[config.mk]
export PLATFORM = sky130hd
export DESIGN_NAME = lsu_ctrl
export DESIGN_NICKNAME = d
export VERILOG_FILES = /design/src/rtl/lsu_pkg.sv /design/src/rtl/lsu_align.sv /design/src/rtl/lsu_ctrl.sv
export SDC_FILE = /design/constraint.sdc
export NUM_CORES = 1
export LEC_CHECK = 0
export ABC_AREA = 1
export BUFFER_PORTS_ARGS = -buffer_cell sky130_fd_sc_hd__buf_2
export CORE_ASPECT_RATIO = 1.4
export CORE_MARGIN = 2
export CORE_UTILIZATION = 45
export DETAILED_ROUTE_END_ITERATION = 8
export PLACE_DENSITY = 0.74
export SLEW_MARGIN = 20
export SYNTH_ARGS = -nofsm -noshare
export SYNTH_HDL_FRONTEND = slang
export SYNTH_SLANG_ARGS = --single-unit
[constraint.sdc]
create_clock -name clk_i -period 3.1 [get_ports clk_i]
set_clock_uncertainty 0.1 [all_clocks]
set_input_delay 0.31 -clock clk_i [delete_from_list [all_inputs] [get_ports clk_i]]
set_output_delay 0.31 -clock clk_i [all_outputs]
set_load 0.01 [all_outputs]
[src/rtl/lsu_pkg.sv]
`default_nettype none
// ============================================================================
// Module : lsu_pkg
// Brief  : Shared width codes, FSM state type and error causes for the LSU.
// Rev    : 1.0
// ============================================================================
package lsu_pkg;

    localparam logic [2:0] F3_B  = 3'b000;
    localparam logic [2:0] F3_H  = 3'b001;
    localparam logic [2:0] F3_W  = 3'b010;
    localparam logic [2:0] F3_BU = 3'b100;
    localparam logic [2:0] F3_HU = 3'b101;

    typedef enum logic [1:0] {
        ST_IDLE = 2'd0,
        ST_REQ  = 2'd1,
        ST_WB   = 2'd2,
        ST_ERR  = 2'd3
    } lsu_state_t;

    localparam logic [1:0] EXC_NONE     = 2'b00;
    localparam logic [1:0] EXC_MISALIGN = 2'b01;
    localparam logic [1:0] EXC_TIMEOUT  = 2'b10;
    localparam logic [1:0] EXC_ILLEGAL  = 2'b11;

    // Illegal width takes precedence over misalignment.
    function automatic logic [1:0] op_fault(input logic is_store,
                                            input logic [2:0] f3,
                                            input logic [1:0] off);
        logic [1:0] cause;
        cause = EXC_NONE;
        case (f3)
            F3_B, F3_BU: cause = EXC_NONE;
            F3_H, F3_HU: cause = off[0] ? EXC_MISALIGN : EXC_NONE;
            F3_W:        cause = (off != 2'b00) ? EXC_MISALIGN : EXC_NONE;
            default:     cause = EXC_ILLEGAL;
        endcase
        if (is_store && f3[2]) begin
            cause = EXC_ILLEGAL;
        end
        return cause;
    endfunction

endpackage
`default_nettype wire

[src/rtl/lsu_align.sv]
`default_nettype none
// ============================================================================
// Module : lsu_align
// Brief  : Byte-enable / store-lane replication and load shift/extension.
// Rev    : 1.0
// ============================================================================
module lsu_align
    import lsu_pkg::*;
(
    input  logic [2:0]  funct3,
    input  logic [1:0]  off,
    input  logic [31:0] wdata,
    input  logic [31:0] rdata,
    output logic [3:0]  be,
    output logic [31:0] wdata_rep,
    output logic [31:0] rdata_ext
);

    logic [31:0] w_shift;
    logic        w_sext;

    assign w_shift = rdata >> {off, 3'b000};
    assign w_sext  = ~funct3[2];

    always_comb begin
        be        = 4'b0000;
        wdata_rep = wdata;
        rdata_ext = rdata;
        case (funct3[1:0])
            2'b00: begin
                be        = 4'b0001 << off;
                wdata_rep = {4{wdata[7:0]}};
                rdata_ext = {{24{w_sext & w_shift[7]}}, w_shift[7:0]};
            end
            2'b01: begin
                be        = 4'b0011 << off;
                wdata_rep = {2{wdata[15:0]}};
                rdata_ext = {{16{w_sext & w_shift[15]}}, w_shift[15:0]};
            end
            2'b10: begin
                be        = 4'b1111;
            end
            default: begin
                be        = 4'b0000;
            end
        endcase
    end

endmodule
`default_nettype wire

[src/rtl/lsu_ctrl.sv]
`default_nettype none
// ============================================================================
// Module : lsu_ctrl
// Brief  : Single-outstanding load/store sequencer with error detection.
// Rev    : 1.0
// ============================================================================
module lsu_ctrl
    import lsu_pkg::*;
#(
    parameter int unsigned TIMEOUT_CYCLES = 255
) (
    input  logic        clk_i,
    input  logic        rst_i,
    input  logic        req_valid_i,
    output logic        req_ready_o,
    input  logic        is_store_i,
    input  logic [2:0]  funct3_i,
    input  logic [31:0] addr_i,
    input  logic [31:0] wdata_i,
    input  logic [4:0]  rd_i,
    output logic        mem_req_o,
    output logic        mem_we_o,
    output logic [31:0] mem_addr_o,
    output logic [3:0]  mem_be_o,
    output logic [31:0] mem_wdata_o,
    input  logic        mem_ack_i,
    input  logic [31:0] mem_rdata_i,
    output logic        wb_valid_o,
    output logic [4:0]  wb_rd_o,
    output logic [31:0] wb_data_o,
    output logic        stall_o,
    output logic        exc_o,
    output logic [1:0]  exc_cause_o
);

    localparam logic [15:0] c_timeout = 16'(TIMEOUT_CYCLES);

    lsu_state_t  r_state, w_next;
    logic        r_is_store;
    logic [2:0]  r_funct3;
    logic [31:0] r_addr;
    logic [31:0] r_wdata;
    logic [4:0]  r_rd;
    logic [15:0] r_cnt;
    logic [31:0] r_wb_data;
    logic [1:0]  r_exc_cause;

    logic        w_err_set;
    logic [1:0]  w_err_code;
    logic [1:0]  w_fault;
    logic        w_in_req;
    logic [3:0]  w_be;
    logic [31:0] w_wdata_rep;
    logic [31:0] w_rdata_ext;

    lsu_align u_align (
        .funct3    (r_funct3),
        .off       (r_addr[1:0]),
        .wdata     (r_wdata),
        .rdata     (mem_rdata_i),
        .be        (w_be),
        .wdata_rep (w_wdata_rep),
        .rdata_ext (w_rdata_ext)
    );

    assign w_fault = op_fault(is_store_i, funct3_i, addr_i[1:0]);

    always_comb begin
        w_next     = r_state;
        w_err_set  = 1'b0;
        w_err_code = r_exc_cause;
        case (r_state)
            ST_IDLE: begin
                if (req_valid_i) begin
                    if (w_fault != EXC_NONE) begin
                        w_next     = ST_ERR;
                        w_err_set  = 1'b1;
                        w_err_code = w_fault;
                    end else begin
                        w_next = ST_REQ;
                    end
                end
            end
            ST_REQ: begin
                // An ack coinciding with the timeout threshold still completes.
                if (mem_ack_i) begin
                    w_next = r_is_store ? ST_IDLE : ST_WB;
                end else if (r_cnt == c_timeout) begin
                    w_next     = ST_ERR;
                    w_err_set  = 1'b1;
                    w_err_code = EXC_TIMEOUT;
                end
            end
            ST_WB:   w_next = ST_IDLE;
            ST_ERR:  w_next = ST_IDLE;
            default: w_next = ST_IDLE;
        endcase
    end

    always_ff @(posedge clk_i) begin
        if (rst_i) begin
            r_state     <= ST_IDLE;
            r_is_store  <= 1'b0;
            r_funct3    <= 3'b000;
            r_addr      <= 32'h0;
            r_wdata     <= 32'h0;
            r_rd        <= 5'd0;
            r_cnt       <= 16'd0;
            r_wb_data   <= 32'h0;
            r_exc_cause <= EXC_NONE;
        end else begin
            r_state <= w_next;
            if (r_state == ST_IDLE && req_valid_i) begin
                r_is_store <= is_store_i;
                r_funct3   <= funct3_i;
                r_addr     <= addr_i;
                r_wdata    <= wdata_i;
                r_rd       <= rd_i;
            end
            // REQ is only entered from IDLE, so clearing here restarts the count.
            if (r_state == ST_IDLE) begin
                r_cnt <= 16'd0;
            end else if (r_state == ST_REQ && !mem_ack_i && r_cnt != c_timeout) begin
                r_cnt <= r_cnt + 16'd1;
            end
            if (r_state == ST_REQ && mem_ack_i && !r_is_store) begin
                r_wb_data <= w_rdata_ext;
            end
            if (w_err_set) begin
                r_exc_cause <= w_err_code;
            end
        end
    end

    assign w_in_req    = (r_state == ST_REQ);
    assign req_ready_o = (r_state == ST_IDLE);
    assign stall_o     = (r_state != ST_IDLE);
    assign mem_req_o   = w_in_req;
    assign mem_we_o    = w_in_req & r_is_store;
    assign mem_addr_o  = w_in_req ? {r_addr[31:2], 2'b00} : 32'h0;
    assign mem_be_o    = w_in_req ? w_be : 4'b0000;
    assign mem_wdata_o = w_in_req ? w_wdata_rep : 32'h0;
    assign wb_valid_o  = (r_state == ST_WB);
    assign wb_rd_o     = r_rd;
    assign wb_data_o   = r_wb_data;
    assign exc_o       = (r_state == ST_ERR);
    assign exc_cause_o = r_exc_cause;

endmodule
`default_nettype wire

==> results of run 1 <==
-- cells in the mapped netlist (2+ instances only) --
library cell / instances
buf_6: 4
o21ai_0: 131
nand3_2: 2
buf_4: 3
dfxtp_1: 125
inv_1: 77
buf_2: 15
nand3_1: 38
o22ai_1: 8
nand2_2: 5
nand4_1: 7
nand2_1: 127
inv_2: 7
nor2_1: 196
nor2_8: 2
a31oi_1: 7
nor2_4: 4
nand2_4: 2
clkbuf_1: 33
o21a_1: 2
xor2_1: 5
nor3_1: 4
a21oi_1: 108
-- placed cells by master, fill, tap and decap left out, types with 3 or more instances in the layout --
master	netlist	final
o21ai_0	131	131
nor2_1	196	196
nand2_1	127	127
o22ai_1	8	8
clkinv_2	1	4
inv_1	77	76
buf_4	3	8
nand3_1	38	38
nand2_2	5	5
clkbuf_16	0	17
buf_2	15	219
nor3_1	4	4
bufinv_16	0	3
clkinvlp_4	0	4
nand4_1	7	7
a21oi_1	108	108
inv_2	7	7
xor2_1	5	5
clkbuf_1	33	3
nor2_4	4	4
dfxtp_1	125	125
a31oi_1	7	7
-- sequential cells by signal, summed over array words and instances, names as in the netlist --
register / count
r_is_store: 1
r_addr: 32
exc_cause_o: 2
r_funct3: 3
r_wdata: 32
r_state: 2
r_cnt: 16
wb_rd_o: 5
wb_data_o: 32
-- cells by family after synthesis --
group,count (synthesis),share of synthesized area [%]
other,1,0.0609
AO/OA/AOI/OAI,258,21.5
AND/OR/NAND/NOR,391,27.0
buffers and inverters,143,9.75
adder cells (fa/ha/maj),1,0.203
XOR/XNOR,6,0.853
flip-flops,125,40.6
-- routing by layer --
| layer | vias up | share of wire (%) | GRT usage, % |
|---|---|---|---|
| li1 | 3383 | - | - |
| met1 | 3000 | 39 | 28.6 |
| met2 | 290 | 50 | 43.7 |
| met3 | 50 | 7.8 | 6.24 |
| met4 | 0 | 3.5 | 11.7 |
| met5 | - | 0 | 0 |
-- worst max-delay path: stages (launching register included) --
cell and delay [ns]:
dfxtp_1 0.75, nand2_2 0.27, clkinv_2 0.19, nand2_1 0.06, a21oi_1 0.23, buf_2 0.18
-- area by class of cell --
cell class	instances	area, µm²
fillers	1379	5490
well taps	182	228
multi-input cells	658	3060
repair buffers	228	1180
inverters	87	332
flip-flops and latches	125	2500
clock inverters	10	139
clock buffers	22	464
-- power groups by stage --
stage / Clock [mW] / Sequential (mW) / Combinational, mW
2_1_floorplan: 0 / 1.85 / 0.574
3_5_place_dp: 0 / 1.86 / 0.878
3_3_place_gp: 0 / 1.86 / 0.867
6_report: 2.05 / 1.83 / 0.883
5_1_grt: 2.14 / 1.84 / 0.992
4_1_cts: 2.06 / 1.83 / 0.884
-- worst max path at each step --
stage,from,to,cells after the start
after CTS,r_state[0],mem_wdata_o[15],5
final,r_addr[0],mem_be_o[2],5
after global routing,r_state[0],mem_wdata_o[31],5
after floorplan,r_cnt[0],r_cnt[1],10
after global placement,r_state[0],wb_data_o[21],9
after detailed placement,r_state[0],wb_data_o[30],9
-- metrics by stage --
step	setup slack [ns]	power [mW]	utilization, %	hold WS, ns	cell area, µm²
after floorplan	1.48	2.43	-	0.330	6160
after global placement	0.840	2.72	54.5	0.339	7300
after detailed placement	0.745	2.74	54.5	0.344	7300
after CTS	0.567	4.77	59.0	0.0137	7900
after global routing	0.417	4.97	59.0	0.0189	7900
final	0.591	4.76	59.0	0.0208	7900
==> implementation parameters, run 1 <==
Parameter                              Value

Yosys
  Total of flip-flops plus latches after synthesis ... 125
  Count of cell types in the netlist ... 36
  Cell accounting for the most synthesized area ... dfxtp_1
  Share of synthesized area occupied by flip-flops and latches ... 40.6%
  Gate Count Post-Synth ... 925
  Proportion of register bits with asynchronous set or reset after synthesis ... 0%
  Total standard cell area after synthesis ... 6160 µm²
  Most common flop cell mapped by yosys ... dfxtp_1
  Synth Warn # ... 0
  Fraction of post-synthesis cell area in the top cell type by area ... 40.6%
  Dominant cells by area after synthesis ... dfxtp_1, nor2_1, o21ai_0
  Mean instance size in the synthesized netlist ... 6.66 µm²
  Number of flops mapped to enable cells by yosys ... 0

Worst setup path
  Number of cells on the worst reg-to-reg path ... 9
  Start-to-end type of the worst setup path ... reg2out
  Arrival time at the worst endpoint ... 2.10 ns
  Critical path endpoint category ... output port
  Critical Path Fanout Max ... 12
  Setup slack of the worst register-to-register path ... 0.73 ns
  Required time of the worst setup path ... 2.69 ns
  Startpoint type of the worst setup path ... flip-flop
  Worst flop-to-flop path endpoint ... wb_data_o[22]
  Crit Reg-Reg Startpoint ... r_state[0]

STA
  Worst-case headroom to the max-slew limit ... 44.2%
  Fmax ... 399 MHz
  Actual transition at the worst max-transition pin ... 0.836 ns
  Final period util ... 80.9%
  Setup TNS ... 0 ns
  Shortest clock period the worst path allows after layout ... 2.51 ns
  Unrepaired setup endpoints after global routing ... false
  Final Slew Violations ... 0
  Final count of negative-setup-slack endpoints ... 0
  Number of failing hold endpoints at the final stage ... 0

Cells and area
  Ratio of cells with drive above 1 in the final layout ... 25.3%
  Growth of design area from synthesis to finish ... 28.3%
  Final cell count without fillers ... 1312
  Count of nets after finishing ... 1227
  Ant diodes ... 0

CTS
  TritonCTS buffer count ... 17
  TritonCTS clock tree ... yes
  CTS Root Cell ... clkbuf_16
  Count of clock tree sinks ... 125
  Total of hold buffers inserted after clock tree synthesis ... 0
  Skew-Pair Late Insertion Delay ... 0.41 ns
  Clock-pin transition on the worst setup and hold timing paths ... 0.06 ns
  Maximum buffer depth of the clock tree ... 2
  Setup repair bufs after CTS ... 0
  Total of cells resized after clock tree synthesis ... 0
  Maximum level of the CTS H-tree ... 4

Power and ir drop
  Power Density ... 602 nW/µm²
  Logic gate share of total power ... 18.6%
  Cell-internal power ... 3.36 mW
  Sw Share ... 29.4%
  P_sw ... 1.40 mW
  Peak ir drop on the vdd network ... 0.464 mV
  Relative contribution of the clock network to total power ... 43.1%
  Flop pwr share ... 38.4%
  Leakage ... 3.78 nW

Route
  Via count normalized by instance count ... 5.12
  Iteration-0 DRC count of the detailed router ... 416
  Initial DRT Pass Iterations ... 7
  DRT antenna net count ... 0
  Detailed-route via count ... 6723
  Drt total wl ... 18.9 mm
  Average routed wire per standard cell ... 14.4 µm
  Drc violations ... 0

Die
  Placeable core region ... 13400 µm²
  Area of the die ... 14600 µm²
  Chip Height ... 142 µm
  I/O pin cnt ... 222
  Initial Utilization ... 46.0%
  Die boundary width ... 103 µm
  Number of placement rows ... 50

Placed design
  RePlAce Congestion ... 0.910
  Detailed placer's ending HPWL ... 13.5 mm
  Number of port buffers ... 219
  Post-Place Cells ... 1280

Min path
  Startpoint of the lowest-slack hold path ... wdata_i[23]
  Capture endpoint of the worst hold path ... r_wdata[23]
  Number of cells traversed by the worst hold path ... 3
  Worst min-delay path class ... in2reg

Global route
  Antenna violations before repair ... 0
  GR Overflow Total ... 0
  Maximum number of pins on one net before global-route repair ... 53
  Number of global-route vias before repair ... 6021
  Global-route wire length before repair ... 29.1 mm
  Global-route usage over all layers ... 25.2%

Outcome
  Status ... completed

Run
  MaxCap Viol Count ... 0
No activity file was read; power rests on OpenSTA's default activity.
==> run 2, diff against run 1 <==
--- a/config.mk
+++ b/config.mk
@@ -11,7 +11,7 @@
 export CORE_MARGIN = 2
 export CORE_UTILIZATION = 45
 export DETAILED_ROUTE_END_ITERATION = 8
-export PLACE_DENSITY = 0.74
+export PLACE_DENSITY = 0.76
 export SLEW_MARGIN = 20
 export SYNTH_ARGS = -nofsm -noshare
 export SYNTH_HDL_FRONTEND = slang
==> constraint.sdc (replaced) <==
create_clock -name clk_i -period 2.3 [get_ports clk_i]
set_clock_uncertainty 0.1 [all_clocks]
set_input_delay 0.23 -clock clk_i [delete_from_list [all_inputs] [get_ports clk_i]]
set_output_delay 0.23 -clock clk_i [all_outputs]
set_load 0.01 [all_outputs]
==> run 2 against run 1 <==
Net effect: via count rose by 6.4%; sequential power increased by 34%; die area did not move; sequential share of layout area fell by 2.7 points; routed wire length rose by 7.5%; worst hold slack worse by 0.016 ns; sequential cell count unchanged; non-clock buffer count grew 71; worst setup slack got worse by 0.45 ns; total power is 37% higher; combinational power up 54%; critical path depth rose by 1; highest routed layer unchanged.
==> implementation parameters, run 2 (synthesis gave the netlist of run 1 again) <==
Parameter                              Value

STA
  Number of failing hold endpoints at the final stage ... 0 (unchanged)
  Shortest clock period the worst path allows after layout ... 2.16 ns
  Fmax ... 463 MHz
  Actual transition at the worst max-transition pin ... 0.527 ns (-0.309 ns)
  Post-route worst setup slack ... 0.139 ns (-0.451 ns)
  Worst-case headroom to the max-slew limit ... 64.8% (+21 points)
  Final count of negative-setup-slack endpoints ... 0 (unchanged)
  Final period util ... 93.9%
  Final Slew Violations ... 0 (unchanged)

Placed design
  RePlAce Congestion ... 0.942 (+3.5%)
  Detailed placer's ending HPWL ... 13.7 mm (+1.9%)
  Instance area after placement ... 7390 µm² (+1.2%)
  Number of port buffers ... 219 (unchanged)
  Setup Slack @ Placement ... 0.397 ns (-0.348 ns)

Route
  Via count normalized by instance count ... 5.16 (+0.76%)
  DRT antenna net count ... 0 (unchanged)
  Detailed-route via count ... 7151 (+6.4%)
  Drc violations ... 0 (unchanged)
  Iteration-0 DRC count of the detailed router ... 403 (-3.1%)
  Initial DRT Pass Iterations ... 6 (-1)
  Average routed wire per standard cell ... 14.7 µm (+1.9%)
  Drt total wl ... 20.3 mm (+7.5%)

Cells and area
  Count of nets after finishing ... 1298 (+5.8%)
  Share of the core filled with cells ... 64.5% (+5.5 points)
  Final instance area ... 8630 µm² (+9.3%)
  Most common cell after layout, fill and taps aside ... buf_2
  Most used cells in the layout excluding fill and tap cells ... buf_2, nor2_1, o21ai_0
  Growth of design area from synthesis to finish ... 40.2%
  Ratio of cells with drive above 1 in the final layout ... 25.6% (+0.25 points)

Global route
  Number of global-route vias before repair ... 6701 (+11%)
  Global-route wire length before repair ... 31.6 mm (+8.6%)
  GR Overflow Total ... 0 (unchanged)
  Antenna violations before repair ... 2 (+2)
  Global-route usage over all layers ... 27.5% (+2.3 points)
  Maximum number of pins on one net before global-route repair ... 55 (+3.8%)

Die
  Chip Height ... 142 µm (unchanged)
  Initial Utilization ... 46.0% (unchanged)
  Number of placement rows ... 50 (unchanged)
  Die boundary width ... 103 µm (unchanged)
  Placeable core region ... 13400 µm² (unchanged)
  I/O pin cnt ... 222 (unchanged)
  Area of the die ... 14600 µm² (unchanged)

Outcome
  Status ... completed

Worst setup path
  Slowest library cell on the worst path ... buf_4
  Setup crit start ... r_state[0]
  Arrival time at the worst endpoint ... 1.83 ns (-0.27 ns)
  Number of gates on the worst path with buffers counted ... 6 (+1)
  Worst flop-to-flop path endpoint ... wb_data_o[7]
  Critical path endpoint category ... output port
  Combined buffer and inverter count along the critical path ... 4 (+2)
  Capture point of the worst path ... mem_addr_o[26]
  Cell Chain, Critical Path ... inv_2, nor2_4, inv_2, buf_4, nor2_1, buf_2
  Category of cells accounting for the largest share of critical-path delay ... buffers and inverters
  Setup slack of the worst register-to-register path ... 0.40 ns (-0.33 ns)
  Crit Reg-Reg Startpoint ... r_state[0]
  Cell occurring most often along the worst timing path ... inv_2
  Start-to-end type of the worst setup path ... reg2out
  Number of cells on the worst reg-to-reg path ... 8 (-1)
  Required time of the worst setup path ... 1.97 ns (-0.72 ns)
  Largest stage delay, worst path ... 0.37 ns (-0.38 ns)
  Critical Path Fanout Max ... 28 (+16)
  Startpoint type of the worst setup path ... flip-flop

CTS
  Skew-Pair Late Insertion Delay ... 0.42 ns (about the same)
  CTS Root Cell ... clkbuf_16
  Maximum level of the CTS H-tree ... 4 (unchanged)
  Maximum buffer depth of the clock tree ... 2 (unchanged)
  Count of clock tree sinks ... 125 (unchanged)
  TritonCTS clock tree ... yes
  TritonCTS buffer count ... 17 (unchanged)
  Clock-pin transition on the worst setup and hold timing paths ... 0.06 ns (about the same)

Power and ir drop
  Leakage ... 4.10 nW (+8.6%)
  Power Density ... 753 nW/µm² (+25%)
  Peak ir drop on the vdd network ... 0.520 mV (+12%)

Run
  MaxCap Viol Count ... 0 (unchanged)

Min path
  Worst min-delay path class ... in2reg
run 2: changes by cell type in the layout (fill, tap and decap cells not counted), moves of 2 or more:
cell	delta
dlygate4sd3_1	+56
buf_4	+10
inv_6	+6
buf_12	+5
clkbuf_1	-3
clkbuf_8	-2
diode_2	+2
run 2: cell type report:
cell class / instances / area (µm²)
Fill cell: 1242 / 4760
Sequential cell: 125 / 2500
Timing Repair Buffer: 299 / 1910
Multi-Input combinational cell: 658 / 3060
Inverter: 87 / 339
Antenna cell: 2 / 5.00
Clock inverter: 15 / 160
Clock buffer: 17 / 425
Tap cell: 182 / 228
run 2: repair_timing:
action / CTS / global route
gates resized for setup: 1 / 6
hold buffers: 56 / 0
hold endpoints to repair: 56 / 0
setup endpoints to repair: 3 / 11
buffers inserted: 0 / 8
gates cloned: 0 / 0
run 2: worst min-delay path by stage:
stage,start,slack (ns),to,depth (start not counted)
4_1_cts,addr_i[23],0.001,r_addr[23],3
5_1_grt,addr_i[23],0.02,r_addr[23],3
2_1_floorplan,wdata_i[10],0.26,r_wdata[10],2
3_3_place_gp,r_addr[28],0.34,r_addr[28],2
6_report,addr_i[14],0.005,r_addr[14],3
3_5_place_dp,r_addr[7],0.34,r_addr[7],2
run 2: metal layers:
layer	vias to the layer above	global-route usage [%]	routed length, µm
met4	0	13.8	724
met3	54	6.43	1400
met1	3252	30.9	7830
met5	-	0	0
met2	310	47.9	10400
li1	3535	-	-
run 2: power breakdown:
group	internal (mW)	switching [mW]
logic	0.524	0.837
clock network	1.61	1.06
registers	2.36	0.100
run 2: per-stage QoR:
stage / cells / power [mW] / TNS (ns) / hold slack, ns
finish: 1385 / 6.50 / 0 / 0.00509
global route: 1385 / 6.81 / -0.00471 / 0.0245
floorplan: 926 / 3.27 / 0 / 0.265
detailed placement: 1287 / 3.72 / 0 / 0.344
CTS: 1375 / 6.46 / 0 / 0.00142
global placement: 1287 / 3.70 / 0 / 0.337
run 2: worst min-delay path: stages:
cell and delay (ns):
buf_2 0.08, o21ai_0 0.07, a21oi_1 0.10
